===== src/rtl/zeroheti_pkg.sv =====
// -----------------------------------------------------------------------------
// zeroheti_pkg
// Shared constants and types for the zeroHETI interconnect blocks.
//   ArbMaxTransDefault : default outstanding-transaction limit of the OBI arbiter
//   ArbNumMgrDefault   : default manager count (SBA, instr, data)
//   arb_idx_t          : manager index at the default manager count; modules
//                        with a different count declare their own arb_idx_t
//   arb_state_e        : lock state of the OBI arbiter
//   arb_idx_width()    : index width for n managers, never below 1 bit
// -----------------------------------------------------------------------------
package zeroheti_pkg;

   localparam int ArbMaxTransDefault = 2;
   localparam int ArbNumMgrDefault   = 3;

   typedef logic [$clog2(ArbNumMgrDefault)-1:0] arb_idx_t;

   typedef enum logic {
      ARB_IDLE   = 1'b0,
      ARB_LOCKED = 1'b1
   } arb_state_e;

   function automatic int arb_idx_width(input int n);
      return (n > 1) ? $clog2(n) : 1;
   endfunction

endpackage


===== src/rtl/zeroheti_arb_id_fifo.sv =====
// -----------------------------------------------------------------------------
// zeroheti_arb_id_fifo
// In-order FIFO holding the manager index of every granted OBI transaction so
// that responses can be routed back to their issuer.
//   clk_i, rst_i : clock, synchronous active-high reset
//   push_i       : store data_i (accepted when not full, or full with a pop)
//   data_i       : manager index to store
//   pop_i        : drop the head entry (ignored when empty)
//   full_o       : Depth entries held
//   empty_o      : no entries held
//   data_o       : head entry
// -----------------------------------------------------------------------------
module zeroheti_arb_id_fifo #(
   parameter int Depth = 2,
   parameter int Width = 2
) (
   input  logic             clk_i,
   input  logic             rst_i,
   input  logic             push_i,
   input  logic [Width-1:0] data_i,
   input  logic             pop_i,
   output logic             full_o,
   output logic             empty_o,
   output logic [Width-1:0] data_o
);

   localparam int PtrW = (Depth > 1) ? $clog2(Depth) : 1;
   localparam int CntW = $clog2(Depth + 1);

   typedef logic [PtrW-1:0] ptr_t;

   logic [Width-1:0] mem_q [Depth];
   logic [Width-1:0] mem_d [Depth];
   ptr_t             wr_ptr_q, wr_ptr_d;
   ptr_t             rd_ptr_q, rd_ptr_d;
   logic [CntW-1:0]  cnt_q, cnt_d;
   logic             do_push, do_pop;

   function automatic ptr_t ptr_inc(input ptr_t p);
      return (p == ptr_t'(Depth - 1)) ? '0 : p + ptr_t'(1);
   endfunction

   assign full_o  = (cnt_q == CntW'(Depth));
   assign empty_o = (cnt_q == '0);
   assign data_o  = mem_q[rd_ptr_q];

   // When full, the slot being written is the one being popped this cycle.
   assign do_pop  = pop_i & ~empty_o;
   assign do_push = push_i & (~full_o | do_pop);

   always_comb begin
      mem_d    = mem_q;
      wr_ptr_d = wr_ptr_q;
      rd_ptr_d = rd_ptr_q;
      cnt_d    = cnt_q;
      if (do_push) begin
         mem_d[wr_ptr_q] = data_i;
         wr_ptr_d        = ptr_inc(wr_ptr_q);
      end
      if (do_pop) begin
         rd_ptr_d = ptr_inc(rd_ptr_q);
      end
      case ({do_push, do_pop})
         2'b10:   cnt_d = cnt_q + CntW'(1);
         2'b01:   cnt_d = cnt_q - CntW'(1);
         default: cnt_d = cnt_q;
      endcase
   end

   always_ff @(posedge clk_i) begin
      if (rst_i) begin
         for (int i = 0; i < Depth; i++) begin
            mem_q[i] <= '0;
         end
         wr_ptr_q <= '0;
         rd_ptr_q <= '0;
         cnt_q    <= '0;
      end else begin
         mem_q    <= mem_d;
         wr_ptr_q <= wr_ptr_d;
         rd_ptr_q <= rd_ptr_d;
         cnt_q    <= cnt_d;
      end
   end

endmodule


===== src/rtl/zeroheti_obi_arbiter.sv =====
// -----------------------------------------------------------------------------
// zeroheti_obi_arbiter
// Round-robin arbiter sharing one OBI subordinate port between NumMgr managers
// (debug SBA, core instruction port, core data port). Up to MaxTrans granted
// transactions may be outstanding; an in-order ID FIFO routes responses back.
//   clk_i, rst_i       : clock, synchronous active-high reset
//   mgr_*_i / mgr_*_o  : per-manager OBI request/grant/response channels
//                        (mgr_rdata_o is the subordinate data broadcast)
//   sbr_*_o / sbr_*_i  : OBI channel towards the shared subordinate
//   busy_o             : outstanding transactions or a held lock
//   unexp_rsp_o        : sticky, a response arrived with nothing outstanding
//
// Lock state machine:
//   state      | meaning
//   -----------+---------------------------------------------------------------
//   ARB_IDLE   | selection follows the round-robin search from rr_ptr
//   ARB_LOCKED | a request was presented but not granted; selection held on
//              | lock_idx so the presented request stays stable until gnt
// -----------------------------------------------------------------------------
module zeroheti_obi_arbiter
   import zeroheti_pkg::*;
#(
   parameter int NumMgr    = 3,
   parameter int AddrWidth = 32,
   parameter int DataWidth = 32,
   parameter int MaxTrans  = ArbMaxTransDefault
) (
   input  logic                                 clk_i,
   input  logic                                 rst_i,
   input  logic [NumMgr-1:0]                    mgr_req_i,
   output logic [NumMgr-1:0]                    mgr_gnt_o,
   input  logic [NumMgr-1:0][AddrWidth-1:0]     mgr_addr_i,
   input  logic [NumMgr-1:0]                    mgr_we_i,
   input  logic [NumMgr-1:0][DataWidth/8-1:0]   mgr_be_i,
   input  logic [NumMgr-1:0][DataWidth-1:0]     mgr_wdata_i,
   output logic [NumMgr-1:0]                    mgr_rvalid_o,
   output logic [NumMgr-1:0][DataWidth-1:0]     mgr_rdata_o,
   output logic [NumMgr-1:0]                    mgr_err_o,
   output logic                                 sbr_req_o,
   input  logic                                 sbr_gnt_i,
   output logic [AddrWidth-1:0]                 sbr_addr_o,
   output logic                                 sbr_we_o,
   output logic [DataWidth/8-1:0]               sbr_be_o,
   output logic [DataWidth-1:0]                 sbr_wdata_o,
   input  logic                                 sbr_rvalid_i,
   input  logic [DataWidth-1:0]                 sbr_rdata_i,
   input  logic                                 sbr_err_i,
   output logic                                 busy_o,
   output logic                                 unexp_rsp_o
);

   localparam int IdxW = arb_idx_width(NumMgr);

   typedef logic [IdxW-1:0] arb_idx_t;

   arb_state_e state_q, state_d;
   arb_idx_t   lock_idx_q, lock_idx_d;
   arb_idx_t   rr_ptr_q, rr_ptr_d;
   logic       unexp_q, unexp_d;

   arb_idx_t   rr_sel, sel, fifo_head;
   logic       any_req, can_issue, sbr_req, handshake, pop;
   logic       fifo_full, fifo_empty;
   int         cand;

   // First requester at or after rr_ptr, cyclically. Scanning from the far end
   // lets the nearest hit overwrite the others, so no found-flag is needed.
   always_comb begin
      rr_sel = rr_ptr_q;
      cand   = 0;
      for (int i = NumMgr - 1; i >= 0; i--) begin
         cand = int'(rr_ptr_q) + i;
         if (cand >= NumMgr) begin
            cand = cand - NumMgr;
         end
         if (mgr_req_i[arb_idx_t'(cand)]) begin
            rr_sel = arb_idx_t'(cand);
         end
      end
   end

   assign sel       = (state_q == ARB_LOCKED) ? lock_idx_q : rr_sel;
   assign any_req   = |mgr_req_i;
   // A full FIFO still admits a new push when the head retires this cycle.
   assign can_issue = ~fifo_full | sbr_rvalid_i;
   assign sbr_req   = ~rst_i & any_req & mgr_req_i[sel] & can_issue;
   assign handshake = sbr_req & sbr_gnt_i;
   assign pop       = ~rst_i & sbr_rvalid_i & ~fifo_empty;

   assign sbr_req_o   = sbr_req;
   assign sbr_addr_o  = rst_i ? '0   : mgr_addr_i[sel];
   assign sbr_we_o    = rst_i ? 1'b0 : mgr_we_i[sel];
   assign sbr_be_o    = rst_i ? '0   : mgr_be_i[sel];
   assign sbr_wdata_o = rst_i ? '0   : mgr_wdata_i[sel];
   assign mgr_rdata_o = rst_i ? '0   : {NumMgr{sbr_rdata_i}};

   always_comb begin
      mgr_gnt_o    = '0;
      mgr_rvalid_o = '0;
      mgr_err_o    = '0;
      if (handshake) begin
         mgr_gnt_o[sel] = 1'b1;
      end
      if (pop) begin
         mgr_rvalid_o[fifo_head] = 1'b1;
         mgr_err_o[fifo_head]    = sbr_err_i;
      end
   end

   assign busy_o      = ~rst_i & (~fifo_empty | (state_q == ARB_LOCKED));
   assign unexp_rsp_o = ~rst_i & unexp_q;

   always_comb begin
      state_d    = state_q;
      lock_idx_d = lock_idx_q;
      rr_ptr_d   = rr_ptr_q;
      unexp_d    = unexp_q | (sbr_rvalid_i & fifo_empty);
      if (handshake) begin
         rr_ptr_d = (sel == arb_idx_t'(NumMgr - 1)) ? '0 : sel + arb_idx_t'(1);
      end
      case (state_q)
         ARB_IDLE: begin
            if (sbr_req & ~sbr_gnt_i) begin
               state_d    = ARB_LOCKED;
               lock_idx_d = sel;
            end
         end
         ARB_LOCKED: begin
            // A locked manager withdrawing its request also frees the port.
            if (handshake | ~mgr_req_i[lock_idx_q]) begin
               state_d = ARB_IDLE;
            end
         end
         default: state_d = ARB_IDLE;
      endcase
   end

   always_ff @(posedge clk_i) begin
      if (rst_i) begin
         state_q    <= ARB_IDLE;
         lock_idx_q <= '0;
         rr_ptr_q   <= '0;
         unexp_q    <= 1'b0;
      end else begin
         state_q    <= state_d;
         lock_idx_q <= lock_idx_d;
         rr_ptr_q   <= rr_ptr_d;
         unexp_q    <= unexp_d;
      end
   end

   zeroheti_arb_id_fifo #(
      .Depth (MaxTrans),
      .Width (IdxW)
   ) u_id_fifo (
      .clk_i   (clk_i),
      .rst_i   (rst_i),
      .push_i  (handshake),
      .data_i  (sel),
      .pop_i   (pop),
      .full_o  (fifo_full),
      .empty_o (fifo_empty),
      .data_o  (fifo_head)
   );

endmodule


===== config.mk =====
export PLATFORM = sky130hd
export DESIGN_NAME = zeroheti_obi_arbiter
export DESIGN_NICKNAME = d
export VERILOG_FILES = /design/src/rtl/zeroheti_pkg.sv /design/src/rtl/zeroheti_arb_id_fifo.sv /design/src/rtl/zeroheti_obi_arbiter.sv
export SDC_FILE = /design/constraint.sdc
export NUM_CORES = 1
export LEC_CHECK = 0
export BUFFER_PORTS_ARGS = -buffer_cell sky130_fd_sc_hd__buf_4
export CAP_MARGIN = 15
export CORE_AREA = 2 2 164 166
export CTS_CLUSTER_SIZE = 40
export DETAILED_ROUTE_END_ITERATION = 8
export DIE_AREA = 0 0 166 168
export HOLD_SLACK_MARGIN = 0.02
export PLACE_DENSITY = 0.39
export REMOVE_ABC_BUFFERS = 1
export SLEW_MARGIN = 5
export SYNTH_ARGS = -nofsm -noshare
export SYNTH_HDL_FRONTEND = slang
export SYNTH_SLANG_ARGS = --single-unit
export TNS_END_PERCENT = 5

===== constraint.sdc =====
create_clock -name clk_i -period 3.2 [get_ports clk_i]
set_clock_uncertainty 0.05 [all_clocks]
set_input_delay 0.48 -clock clk_i [delete_from_list [all_inputs] [get_ports clk_i]]
set_output_delay 0.48 -clock clk_i [all_outputs]
set_load 0.01 [all_outputs]

==> impl_metrics.tcl <==
set metrics [dict create \
    run_status "complete, but fails checks" \
    failed_checks "negative setup slack" \
    grt_pass1_wl_microns 31500 \
    hold-path-endpoint "u_id_fifo.mem_q[3]$_SDFFE_PP0P_" \
    clock_tree.htree_level_count 1 \
    post_synth_instance_area_sq_um 2990 \
    cts-root-to-sink-buffers 2 \
    area_added_between_synthesis_and_finish_pct 138 \
    share_of_post_route_cells_with_drive_strength_above_1_pct 67.0 \
    hold_path_class "reg -> reg" \
    synth_top_flop_cell "dfxtp_1" \
    worst-path-max-fanout 7 \
    postLayoutSetupSlackWorst_ns -0.348 \
    worst_ir_drop_vdd_mv 0.286 \
    worst_r2r_endpoint "u_id_fifo.cnt_q[1]$_SDFFE_PP0P_" \
    final_cell_area_excluding_filler_cells_sq_um 7120 \
    crit_required_ns 2.67 \
    cts_root_buffer_type "clkbuf_16" \
    ys_ff_latch 14 \
    postRouteWirelength_microns 21900 \
    synth_commonest_cells "nor2_1 (84), a222oi_1 (69), buf_4 (65)" \
    hpwl_microns 17200 \
    io_pins 424 \
    crit_path_end_kind "primary output" \
    timing.critical_path.arrival_ns 3.02 \
    grt-ovfl-total 0 \
    leading_area_contributor_after_synthesis "a222oi_1" \
    finalWeightedCongestion 0.777 \
    avgSynthCellArea_sq_um 7.31 \
    fin_cells 1171 \
    drt_pass1_iterations 6 \
    floorplan.core_area_sq_um 26400 \
    cts_inserted_buffers 3 \
    ys.warnings.count 0 \
    cp_startpoint_kind "flop" \
    power-per-cell-area_nw_per_um2 833 \
    drv_slew 0 \
    cts_num_sinks 14 \
    dr.first_iter.drc_count 370 \
    final_core_util_pct 27.0 \
    clkLatencyLatePin_ns 0.25 \
    groute.usage.overall_pct 14.4 \
    die_height_microns 168 \
    wl_per_cell_microns 18.7 \
    setup_total_negative_slack_ns -14.91 \
    via_count 4894 \
    die_w_microns 166 \
    grt_antenna_before_repair 0 \
    drt-vias-per-instance 4.18 \
    maxSlewHeadroom_pct 58.5 \
    first_global_vias 5010 \
    report.final.hold_viol_count 0 \
    post_dp_cell_area_sq_um 6500 \
    layout.nets 1082 \
    regToRegSetupSlack_ns 0.24 \
    regToRegStartpoint "rr_ptr_q[0]$_SDFFE_PP0P_" \
    worst-r2r-cell-count 14 \
    io_buffers 423 \
    tightest_slew_ns 0.622 \
    post-synth-top-area-fraction_pct 23.1 \
    clock.fmax_ghz 0.282 \
    initial_core_util_pct 11.3 \
    synth-edff-count 0 \
    core.rowCount 60 \
    drc_errors 0 \
    async_flop_share_pct 0 \
    route.antenna.remaining_nets 0 \
    min_path_cells 2 \
    seq_area_frac_synth_pct 9.38 \
    min_period_ns 3.55 \
    max_cap_violations 0 \
    unrepaired_setup_endpoints_after_global_routing "true" \
    maximum_number_of_pins_on_one_net_before_global_route_repair 58 \
    worst_setup_hold_path_clk_slew_ns 0.05 \
    netlist_instances 409 \
    clock_tree_from_tritoncts "done" \
    ant_diodes 0 \
    numPlacedInstances 1144 \
    hp-start "u_id_fifo.mem_q[3]$_SDFFE_PP0P_" \
    design.die.area_sq_um 27900 \
    p_leak_nw 3.53 \
    setup_viol 71 \
    ys_top_cells_by_area "a222oi_1 (23%), buf_4 (16%), nor2_1 (11%), dfxtp_1 (9.4%), nor2b_1 (8.2%)" \
    timing.setup.critical_path_class "reg -> out" \
    distinct_cells_synth 45 \
    cell_with_the_most_instances_after_synthesis "nor2_1" \
    power.total_mw 5.93 \
    final_min_period_over_clock_period_pct 111 \
]
==> cell families after synthesis <==
kind of cell / synth area share [%]
muxes: 3.48
xor gates and xnor gates: 0.880
DFF: 9.38
buffers and inverters: 25.2
adders and majority gates: 1.68
AOI/OAI and AO/OA: 33.3
and+or+nand+nor: 26.0
==> placed cells by master, fill, tap and decap left out, types with 2 or more instances in the layout <==
| cell | count |
|---|---|
| and2_4 | 2 |
| xnor2_1 | 2 |
| o311ai_0 | 3 |
| mux2i_1 | 6 |
| nor3b_1 | 2 |
| nand3_1 | 4 |
| nor2_1 | 83 |
| o21ai_0 | 6 |
| and3b_1 | 2 |
| nand2_1 | 9 |
| clkbuf_16 | 3 |
| buf_4 | 496 |
| o211a_1 | 2 |
| buf_12 | 9 |
| nand3b_1 | 3 |
| buf_6 | 9 |
| ha_4 | 3 |
| nor3_2 | 2 |
| dfxtp_1 | 12 |
| bufbuf_16 | 4 |
| buf_16 | 2 |
| and2_1 | 2 |
| a21oi_4 | 2 |
| a21oi_1 | 5 |
| nor2_4 | 3 |
| and3_1 | 4 |
| nand2b_1 | 2 |
| mux2_2 | 3 |
| inv_1 | 4 |
| a222oi_1 | 69 |
| nor2b_1 | 38 |
==> final cells by class <==
class                      count  area [sq um]
fill                        2868         19200
timing repair buffer         521          4210
multi-input combinational    286          2090
tap                          341           427
sequential                    14           285
clock buffer                   4          88.8
inverter                       5          18.8
==> registers in the layout, summed over array words and instances, names as in the netlist <==
| signal | cells |
|---|---|
| u_id_fifo.wr_ptr_q | 1 |
| unexp_q | 1 |
| lock_idx_q | 2 |
| u_id_fifo.cnt_q | 2 |
| u_id_fifo.mem_q | 4 |
| state_q | 1 |
| rr_ptr_q | 2 |
| u_id_fifo.rd_ptr_q | 1 |
==> per-stage QoR <==
step	hold slack, ns	worst slack, ns
detailed placement	0.408	-0.450
global placement	0.402	-0.411
CTS	0.421	-0.365
global route	0.465	-0.490
floorplan	0.379	-1.68
finish	0.418	-0.348
==> critical path, stage by stage (launching register included) <==
cell and delay, ns:
dfxtp_2 0.33, inv_2 0.05, ha_4 0.17, mux2i_1 0.15, buf_4 0.15, or3b_1 0.35
a31o_1 0.23, a21oi_4 0.18, nor2_4 0.08, buf_12 0.14, buf_12 0.13, buf_4 0.13
a222oi_1 0.40, nor2_1 0.10, buf_4 0.18
==> per-layer routing <==
layer  track usage [%]  vias up  share of wire, %
met5                 0        -                 0
met4              1.70        0              0.93
met3              3.17       14               7.7
met2              26.1      236                51
met1              17.9     2291                40
li1                  -     2353                 -
==> power breakdown <==
| part | internal, mW | switching, mW |
|---|---|---|
| logic | 2.96 | 2.43 |
| registers | 0.218 | 0.0449 |
| clock network | 0.190 | 0.0803 |
==> what timing repair did <==
action                     in CTS  in global routing
pin swaps                      36                 17
gates resized for setup        31                 12
setup endpoints to repair      72                 73
buffers inserted               15                  3
cloned                          7                  0
hold buffers                    0                  0
==> how the worst max path moves through the flow <==
| stage | start | endpoint | slack [ns] | depth (start not counted) |
|---|---|---|---|---|
| 2_1_floorplan | rr_ptr_q[0]$_SDFFE_PP0P_ | sbr_addr_o[0] | -1.68 | 9 |
| 3_3_place_gp | rr_ptr_q[0]$_SDFFE_PP0P_ | sbr_addr_o[11] | -0.41 | 12 |
| 3_5_place_dp | rr_ptr_q[0]$_SDFFE_PP0P_ | sbr_addr_o[25] | -0.45 | 13 |
| 4_1_cts | rr_ptr_q[0]$_SDFFE_PP0P_ | sbr_wdata_o[2] | -0.36 | 14 |
| 5_1_grt | rr_ptr_q[0]$_SDFFE_PP0P_ | sbr_wdata_o[2] | -0.49 | 14 |
| 6_report | rr_ptr_q[0]$_SDFFE_PP0P_ | sbr_wdata_o[2] | -0.35 | 14 |
(Power assumes the default switching activity.)
